<file path="src/rtl/flexbex_ibex_efpga_mch_pkg.sv">
// flexbex_ibex_efpga_pkg: shared definitions for the multi-channel eFPGA
// custom-instruction controller.
//   efpga_state_e : controller FSM encoding (IDLE/WAIT_DLY/WAIT_DONE/RESP)
//   MODE_DELAY/MODE_DONE : values of mode_i
//   cnt_width()   : width of the shared delay/timeout counter
package flexbex_ibex_efpga_pkg;

  typedef enum logic [1:0] {
    IDLE      = 2'd0,
    WAIT_DLY  = 2'd1,
    WAIT_DONE = 2'd2,
    RESP      = 2'd3
  } efpga_state_e;

  localparam logic MODE_DELAY = 1'b0;
  localparam logic MODE_DONE  = 1'b1;

  // One counter serves both modes: it must hold any delay_i value and count
  // up to TIMEOUT-1, so it never wraps.
  function automatic int cnt_width(input int delay_w, input int timeout);
    int tw;
    tw = $clog2(timeout + 1);
    return (delay_w > tw) ? delay_w : tw;
  endfunction

endpackage

</file>
<file path="src/rtl/flexbex_ibex_efpga_mch_if.sv">
// flexbex_ibex_efpga_mch_if: EX-stage <-> eFPGA controller signal bundle.
//   slave  : controller side (instruction/eFPGA inputs in, strobe/result out)
//   master : EX stage / testbench side
interface flexbex_ibex_efpga_mch_if #(
  parameter int N_CH    = 4,
  parameter int DATA_W  = 32,
  parameter int DELAY_W = 4,
  parameter int OP_W    = $clog2(N_CH)
);
  logic                     en_i;
  logic [OP_W-1:0]          operator_i;
  logic                     mode_i;
  logic [DELAY_W-1:0]       delay_i;
  logic [N_CH*DATA_W-1:0]   result_i;
  logic                     efpga_done_i;
  logic                     write_strobe_o;
  logic                     ready_o;
  logic [DATA_W-1:0]        endresult_o;
  logic                     timeout_o;
  logic                     busy_o;

  modport slave (
    input  en_i, operator_i, mode_i, delay_i, result_i, efpga_done_i,
    output write_strobe_o, ready_o, endresult_o, timeout_o, busy_o
  );

  modport master (
    output en_i, operator_i, mode_i, delay_i, result_i, efpga_done_i,
    input  write_strobe_o, ready_o, endresult_o, timeout_o, busy_o
  );
endinterface

</file>
<file path="src/rtl/flexbex_ibex_efpga_mch.sv">
// flexbex_ibex_efpga_mch: multi-channel eFPGA custom-instruction controller.
// Launches an eFPGA op with a one-cycle write strobe, then waits either a
// fixed delay (mode 0) or efpga_done_i (mode 1, with timeout), latches the
// selected result channel and pulses ready_o for one cycle.
// Ports:
//   clk  : clock, all state on rising edge
//   rst  : synchronous active-high reset
//   bus  : slave side of flexbex_ibex_efpga_mch_if (en/operator/mode/delay/
//          result/done in; write_strobe/ready/endresult/timeout/busy out)
module flexbex_ibex_efpga_mch
  import flexbex_ibex_efpga_pkg::*;
#(
  parameter int N_CH    = 4,
  parameter int DATA_W  = 32,
  parameter int DELAY_W = 4,
  parameter int TIMEOUT = 255,
  parameter int OP_W    = $clog2(N_CH)
) (
  input  logic                      clk,
  input  logic                      rst,
  flexbex_ibex_efpga_mch_if.slave   bus
);

  localparam int               CNT_W   = cnt_width(DELAY_W, TIMEOUT);
  localparam logic [CNT_W-1:0] TO_LAST = CNT_W'(TIMEOUT - 1);

  efpga_state_e      state_q, state_d;
  logic [CNT_W-1:0]  cnt_q, cnt_d;
  logic [OP_W-1:0]   sel_q, sel_d;
  logic [DATA_W-1:0] res_q, res_d;
  logic              to_q, to_d;
  logic              strobe;
  logic [DATA_W-1:0] ch_sel;

  // Channel select uses the operator captured at launch, not the live input.
  assign ch_sel = bus.result_i[32'(sel_q)*DATA_W +: DATA_W];

  always_ff @(posedge clk) begin
    if (rst) begin
      state_q <= IDLE;
      cnt_q   <= '0;
      sel_q   <= '0;
      res_q   <= '0;
      to_q    <= 1'b0;
    end else begin
      state_q <= state_d;
      cnt_q   <= cnt_d;
      sel_q   <= sel_d;
      res_q   <= res_d;
      to_q    <= to_d;
    end
  end

  always_comb begin
    state_d = state_q;
    cnt_d   = cnt_q;
    sel_d   = sel_q;
    res_d   = res_q;
    to_d    = to_q;
    strobe  = 1'b0;
    unique case (state_q)
      IDLE: begin
        if (bus.en_i) begin
          strobe = 1'b1;
          sel_d  = bus.operator_i;
          if (bus.mode_i == MODE_DONE) begin
            cnt_d   = '0;
            state_d = WAIT_DONE;
          end else begin
            cnt_d   = CNT_W'(bus.delay_i);
            state_d = WAIT_DLY;
          end
        end
      end
      WAIT_DLY: begin
        // en_i dropping means EX flushed the instruction: abort silently.
        if (!bus.en_i) begin
          state_d = IDLE;
        end else if (cnt_q == '0) begin
          res_d   = ch_sel;
          state_d = RESP;
        end else begin
          cnt_d = cnt_q - 1'b1;
        end
      end
      WAIT_DONE: begin
        // done is checked before the timeout so a late done still wins.
        if (!bus.en_i) begin
          state_d = IDLE;
        end else if (bus.efpga_done_i) begin
          res_d   = ch_sel;
          state_d = RESP;
        end else if (cnt_q == TO_LAST) begin
          res_d   = '0;
          to_d    = 1'b1;
          state_d = RESP;
        end else begin
          cnt_d = cnt_q + 1'b1;
        end
      end
      RESP: begin
        to_d    = 1'b0;
        state_d = IDLE;
      end
      default: state_d = IDLE;
    endcase
  end

  assign bus.write_strobe_o = strobe;
  assign bus.ready_o        = (state_q == RESP);
  assign bus.timeout_o      = to_q;
  assign bus.busy_o         = (state_q == WAIT_DLY) || (state_q == WAIT_DONE);
  assign bus.endresult_o    = res_q;

endmodule

</file>
<file path="src/flat_wrapper.sv">
// flat-port wrapper written by rule: the top's interface ports become plain ports
module flexbex_ibex_efpga_mch_flat import flexbex_ibex_efpga_pkg::*;
#(
  parameter int N_CH    = 4,
  parameter int DATA_W  = 32,
  parameter int DELAY_W = 4,
  parameter int TIMEOUT = 255,
  parameter int OP_W    = $clog2(N_CH)
)
  (clk, rst, bus_en_i, bus_operator_i, bus_mode_i, bus_delay_i, bus_result_i, bus_efpga_done_i, bus_write_strobe_o, bus_ready_o, bus_endresult_o, bus_timeout_o, bus_busy_o);
  flexbex_ibex_efpga_mch_if #(.N_CH(N_CH), .DATA_W(DATA_W), .DELAY_W(DELAY_W), .OP_W(OP_W)) bus_i ();
  input  logic clk;
  input  logic rst;
  input wire logic [$bits(bus_i.en_i)-1:0] bus_en_i;
  input wire logic [$bits(bus_i.operator_i)-1:0] bus_operator_i;
  input wire logic [$bits(bus_i.mode_i)-1:0] bus_mode_i;
  input wire logic [$bits(bus_i.delay_i)-1:0] bus_delay_i;
  input wire logic [$bits(bus_i.result_i)-1:0] bus_result_i;
  input wire logic [$bits(bus_i.efpga_done_i)-1:0] bus_efpga_done_i;
  output wire logic [$bits(bus_i.write_strobe_o)-1:0] bus_write_strobe_o;
  output wire logic [$bits(bus_i.ready_o)-1:0] bus_ready_o;
  output wire logic [$bits(bus_i.endresult_o)-1:0] bus_endresult_o;
  output wire logic [$bits(bus_i.timeout_o)-1:0] bus_timeout_o;
  output wire logic [$bits(bus_i.busy_o)-1:0] bus_busy_o;
  assign bus_i.en_i = bus_en_i;
  assign bus_i.operator_i = bus_operator_i;
  assign bus_i.mode_i = bus_mode_i;
  assign bus_i.delay_i = bus_delay_i;
  assign bus_i.result_i = bus_result_i;
  assign bus_i.efpga_done_i = bus_efpga_done_i;
  assign bus_write_strobe_o = bus_i.write_strobe_o;
  assign bus_ready_o = bus_i.ready_o;
  assign bus_endresult_o = bus_i.endresult_o;
  assign bus_timeout_o = bus_i.timeout_o;
  assign bus_busy_o = bus_i.busy_o;
  flexbex_ibex_efpga_mch #(.N_CH(N_CH), .DATA_W(DATA_W), .DELAY_W(DELAY_W), .TIMEOUT(TIMEOUT), .OP_W(OP_W)) u_core (.clk(clk), .rst(rst), .bus(bus_i));
endmodule
</file>
<file path="config.mk">
export PLATFORM = sky130hd
export DESIGN_NAME = flexbex_ibex_efpga_mch_flat
export DESIGN_NICKNAME = d
export VERILOG_FILES = /design/src/rtl/flexbex_ibex_efpga_mch_pkg.sv /design/src/rtl/flexbex_ibex_efpga_mch_if.sv /design/src/rtl/flexbex_ibex_efpga_mch.sv /design/src/flat_wrapper.sv
export SDC_FILE = /design/constraint.sdc
export NUM_CORES = 1
export LEC_CHECK = 0
export BUFFER_PORTS_ARGS = -buffer_cell sky130_fd_sc_hd__buf_2
export CAP_MARGIN = 20
export CORE_ASPECT_RATIO = 0.9
export CORE_MARGIN = 5
export CORE_UTILIZATION = 30
export CTS_BUF_LIST = sky130_fd_sc_hd__clkbuf_8
export DETAILED_ROUTE_END_ITERATION = 7
export PLACE_DENSITY = 0.64
export SLEW_MARGIN = 20
export SYNTH_ARGS = -nofsm -noshare
export SYNTH_HDL_FRONTEND = slang
export SYNTH_SLANG_ARGS = --single-unit
</file>
<file path="constraint.sdc">
create_clock -name clk -period 3 [get_ports clk]
set_input_delay 0 -clock clk [delete_from_list [all_inputs] [get_ports clk]]
set_output_delay 0 -clock clk [all_outputs]
set_load 0.03 [all_outputs]
</file>
==> impl_metrics.ini, run 1 <==
[outcome]
status = finished clean

[clock_tree]
cts.sinks = 45
cts-htree-levels = 2
cts-root-buf = clkbuf_8
clock_path_buffers = 2
cts.clk_slew.worst_paths_ns = 0.08
cts_hold_buffers = 2
cts_tree = done
insertion_delay_ns = 0.29
cts-buffers-inserted = 5
cts_setup_buffers = 0
cts_resized = 0

[sta]
relSlewSlack = 0.3954
finalCritPeriodShare = 0.8650
skew_ns = 0.009097
setup_violations = 0
fmax_mhz = 385.4
period_minus_slack_ns = 2.595
report.final.slew_viol_count = 0
hold_violations = 0
worst_pin_slew_ns = 0.9069
finalSetupTns_ns = 0
rsz0062_at_grt = false

[drt]
routedWlPerCell_um = 15.95
dr.first_iter.drc_count = 112
ant_nets = 0
dr.pass1.iters = 4
vias = 3093
routed_wl_mm = 9.650
drc = 0
drt-vias-per-instance = 5.112

[worst_setup_path]
crit_chain = inv_1 -> ha_1 -> inv_1 -> ha_1 -> a21oi_1 -> nand2_1 -> a21o_1 -> o21a_1 -> or3_1 -> a31oi_1
crit_arrival_ns = 2.81
crit_buf_inv = 2
cpMaxStageDelayCell = ha_1
criticalPathCategory = flop to flop
crit_path_end_kind = flop
cp_slowest_stage_delay_ns = 0.39
crit_path_start_kind = flop
cp.required_ns = 3.22
crit_fanout = 7
crit_family = adder cells

[global_route]
grt_usage = 0.1568
antenna_found_initial = 0
grt_pass1_vias = 3193
grt_overflow = 0
grt_pass1_wl_mm = 15.35
grt_max_degree = 34

[synth]
synth_cells = 319
ys_types = 46
synth_edf_count = 0
synth_area_per_cell_sq_um = 9.409
synth_area_leaders = dfxtp_1 30%, mux4_2 24%, a21oi_1 6.8%
yosys_most_used_dff = dfxtp_1
ys_warn_count = 0
yosysTopAreaCellShare = 0.3001
syn_area_sq_um = 3002
syn-num-nets = 468
synth_area_leader_cell = dfxtp_1
async_flop_share = 0
synth_seq_cells = 45
ys_seq_area_frac = 0.3001

[die]
rows = 34
die_h_um = 104.9
ioPinCount = 175
coreArea_sq_um = 9742
die_area_sq_um = 12110
initial_core_util = 0.3081
die_w_um = 115.4

[final_layout]
multiInputGateArea_sq_um = 1903
fill_cells = 1016
mostFrequentLayoutCells = 174 x buf_2, 44 x nand2_1, 43 x dfxtp_1
drive_gt1_frac = 0.4739
area_growth_pct = 35.35
stdcell_area_sq_um = 4063
final_common_cell = buf_2
antennaDiodeCount = 0
seqCellArea_sq_um = 903.4
finalNetCount = 627

[place]
io_buffers = 174
placed_area_sq_um = 3926
gp_congestion = 0.8162
dp_hpwl_mm = 7.675

[hold_path]
worstHoldPathType = input pin to flop

[power]
powerDensity_nw_per_um2 = 788.4
ir_drop_uv = 441.6
leakagePower_nw = 1.757

[job]
cap_violations = 0
## cell usage after synthesis (4+ instances only)
master    count
a211oi_1      5
a21oi_1      41
buf_1         4
buf_2         7
buf_6         4
clkbuf_1     11
dfxtp_1      45
ha_1         10
inv_1         9
mux4_2       32
nand2_1      44
nand2b_1      6
nand3_1      35
nor2_1       11
## area by class of cell
cell class / count / area share
clock inverter: 2 / 0.008315
clock buffer: 6 / 0.02033
tap: 126 / 0.03880
inverter: 9 / 0.008315
multi-input combinational: 235 / 0.4684
sequential: 45 / 0.2224
timing repair buffer: 182 / 0.2334
## kinds of logic (layout without fill, tap and decap cells)
logic type                 count (synthesis)  in the layout  share of synthesized area
xor gates and xnor gates                   6              6                    0.01751
muxes                                     32             32                     0.2401
buffers and inverters                     39            199                    0.06585
and+or+nand+nor                          115            115                     0.1834
DFF                                       45             45                     0.3001
AOI/OAI and AO/OA                         72             72                     0.1513
adders and majority gates                 10             10                    0.04168
## registers in the layout, indices dropped and copies added (netlist names)
register / cells
u_core.sel_q: 2
u_core.bus.timeout_o: 1
u_core.bus.endresult_o: 32
u_core.cnt_q: 8
u_core.state_q: 2
## path summary, 6_finish.rpt
kind	endpoint	slack, ns	startpoint	depth (start not counted)
max	u_core.cnt_q[7]	0.41	u_core.state_q[0]	10
min	u_core.cnt_q[0]	0.07	bus_mode_i	4
max reg2reg	u_core.cnt_q[7]	0.41	u_core.state_q[0]	10
min reg2reg	u_core.bus.endresult_o[11]	0.46	u_core.bus.endresult_o[11]	2
## worst min-delay path, cell delays in order
cell,delay (ns)
buf_2,0.12
nor3b_1,0.06
nand2_1,0.06
a31oi_1,0.07
## where the power goes
| part | switching (mW) | internal [mW] |
|---|---|---|
| registers | 0.179 | 0.747 |
| logic | 1.02 | 0.784 |
| clock network | 0.207 | 0.269 |
| total | 1.40 | 1.80 |
## per-layer routing
| metal | global-route usage | wire length, um | up-vias |
|---|---|---|---|
| met4 | 0.03437 | 91 | 0 |
| met5 | 0 | 0 | - |
| li1 | - | - | 1505 |
| met3 | 0.03642 | 908 | 7 |
| met2 | 0.2888 | 4772 | 123 |
| met1 | 0.1827 | 3878 | 1458 |
## per-stage QoR
stage	setup slack (ns)	hold WS, ns	instances	util	total power [mW]
2_1_floorplan	0.7220	0.1360	319	-	2.334
3_3_place_gp	0.6169	0.2392	595	0.4030	2.706
3_5_place_dp	0.4550	0.2395	595	0.4030	2.752
4_1_cts	0.4193	0.05130	605	0.4170	3.252
5_1_grt	0.2083	0.06589	605	0.4170	3.484
6_report	0.4051	0.06800	605	0.4170	3.203
Note: power is estimated with default switching activity, not from simulation.
==> run 2, diff against run 1 <==
--- a/config.mk
+++ b/config.mk
@@ -8,7 +8,7 @@
 export BUFFER_PORTS_ARGS = -buffer_cell sky130_fd_sc_hd__buf_2
 export CAP_MARGIN = 20
 export CORE_ASPECT_RATIO = 0.9
-export CORE_MARGIN = 5
+export CORE_MARGIN = 4
 export CORE_UTILIZATION = 30
 export CTS_BUF_LIST = sky130_fd_sc_hd__clkbuf_8
 export DETAILED_ROUTE_END_ITERATION = 7
==> constraint.sdc (replaced) <==
create_clock -name clk -period 3 [get_ports clk]
set_input_delay 0 -clock clk [delete_from_list [all_inputs] [get_ports clk]]
set_output_delay 0 -clock clk [all_outputs]
set_load 0.005 [all_outputs]
==> impl_metrics.ini, run 2 (synthesis gave the netlist of run 1 again) <==
[final_layout]
stdcell_area_sq_um = 4061
final_cells = 605
mostFrequentLayoutCells = 174 x buf_2, 44 x nand2_1, 44 x dfxtp_1
drive_gt1_frac = 0.4718
antennaDiodeCount = 0
final_common_cell = buf_2
seqCellArea_sq_um = 902.1
largest_reg_flops = 32
area_growth_pct = 35.31
finalNetCount = 627
fill_cells = 975
multiInputGateArea_sq_um = 1903

[clock_tree]
cts.sinks = 45
insertion_delay_ns = 0.30
cts-htree-levels = 2
cts.clk_slew.worst_paths_ns = 0.08
cts-root-buf = clkbuf_8
cts_resized = 0
cts_tree = done
clock_path_buffers = 2
cts-buffers-inserted = 5

[drt]
routedWlPerCell_um = 15.63
wl_met1_mm = 4.045
wl_met2_mm = 4.466
drt-vias-per-instance = 5.157
vias = 3120
routed_wl_mm = 9.456
topRoutingLayerUsed = met4
dr.pass1.iters = 4
ant_nets = 0
wl_met3_um = 815
drc = 0
dr.first_iter.drc_count = 160

[sta]
setup_violations = 0
worst_pin_slew_ns = 0.8964
rsz0062_at_grt = false
period_minus_slack_ns = 2.515
finalSetupTns_ns = 0
fmax_mhz = 397.6
hold_violations = 0
skew_ns = 0.009175
relSlewSlack = 0.4024
report.final.slew_viol_count = 0
finalCritPeriodShare = 0.8384

[global_route]
grt_overflow = 0
grt_usage = 0.1541
antenna_found_initial = 0
grt_max_degree = 47
grt_pass1_vias = 3043
grt_pass1_wl_mm = 14.58

[worst_setup_path]
criticalPathCategory = flop to flop
crit_path_start_kind = flop
crit_start = u_core.state_q[0]
crit_path_end_kind = flop
cp.required_ns = 3.22
crit_arrival_ns = 2.73
crit_fanout = 7
reg2reg_from = u_core.state_q[0]

[place]
dp_hpwl_mm = 7.180
post-place-cells = 595
placed_area_sq_um = 3925
gp_congestion = 0.8028
io_buffers = 174

[die]
rows = 34
coreArea_sq_um = 9699
die_h_um = 102.9
die_area_sq_um = 11670
die_w_um = 113.4
ioPinCount = 175
initial_core_util = 0.3095

[hold_path]
hp-start = bus_efpga_done_i
worstHoldPathType = input pin to flop

[job]
cap_violations = 0

[power]
powerDensity_nw_per_um2 = 746.8
ir_drop_uv = 285.5
p_total_mw = 3.033
leakagePower_nw = 1.757

[outcome]
status = finished clean
[run 2: cell counts in the layout (fill, tap and decap cells not counted)]
No cell type changed its count.
[run 2: routing by layer]
| layer | track usage | vias up |
|---|---|---|
| met2 | 0.2687 | 132 |
| met4 | 0.04067 | 0 |
| met1 | 0.1956 | 1479 |
| li1 | - | 1501 |
| met5 | 0 | - |
| met3 | 0.03286 | 8 |
[run 2: cell type report]
class | count | area share
tap | 126 | 0.03882
sequential | 45 | 0.2221
timing repair buffer | 182 | 0.2335
clock buffer | 6 | 0.02033
multi-input combinational | 235 | 0.4686
clock inverter | 2 | 0.008318
inverter | 9 | 0.008318
[run 2: per-stage QoR]
| stage | worst slack, ns | util | hold slack (ns) |
|---|---|---|---|
| floorplan | 0.7220 | - | 0.1360 |
| global placement | 0.5962 | 0.4047 | 0.2780 |
| detailed placement | 0.5168 | 0.4047 | 0.2787 |
| CTS | 0.5022 | 0.4187 | 0.04530 |
| global route | 0.3000 | 0.4187 | 0.07906 |
| finish | 0.4848 | 0.4187 | 0.05956 |
[run 2: worst max-delay path, cell delays in order, from the launching register on]
cell	delay, ns
dfxtp_1	0.34
inv_1	0.13
ha_1	0.32
inv_1	0.17
ha_1	0.39
a21oi_1	0.15
nand2_1	0.07
a21o_1	0.18
o21a_1	0.17
or3_1	0.36
a31oi_1	0.15
[run 2: final timing paths]
path	end	cells past startpoint	slack, ns
worst max-delay path	u_core.cnt_q[7]	10	0.48
worst max register to register	u_core.cnt_q[7]	10	0.48
worst min-delay path	u_core.bus.timeout_o	3	0.06
worst min register to register	u_core.bus.endresult_o[14]	2	0.45
[run 2: power breakdown]
part	internal, mW	switching [mW]	total [mW]
logic	0.783	0.880	1.66
clock network	0.269	0.209	0.478
registers	0.747	0.145	0.893
[run 2: what timing repair did]
item	4_1_cts	5_1_grt
hold buffers	2	0
hold endpoints to repair	2	0
setup buffers	0	0
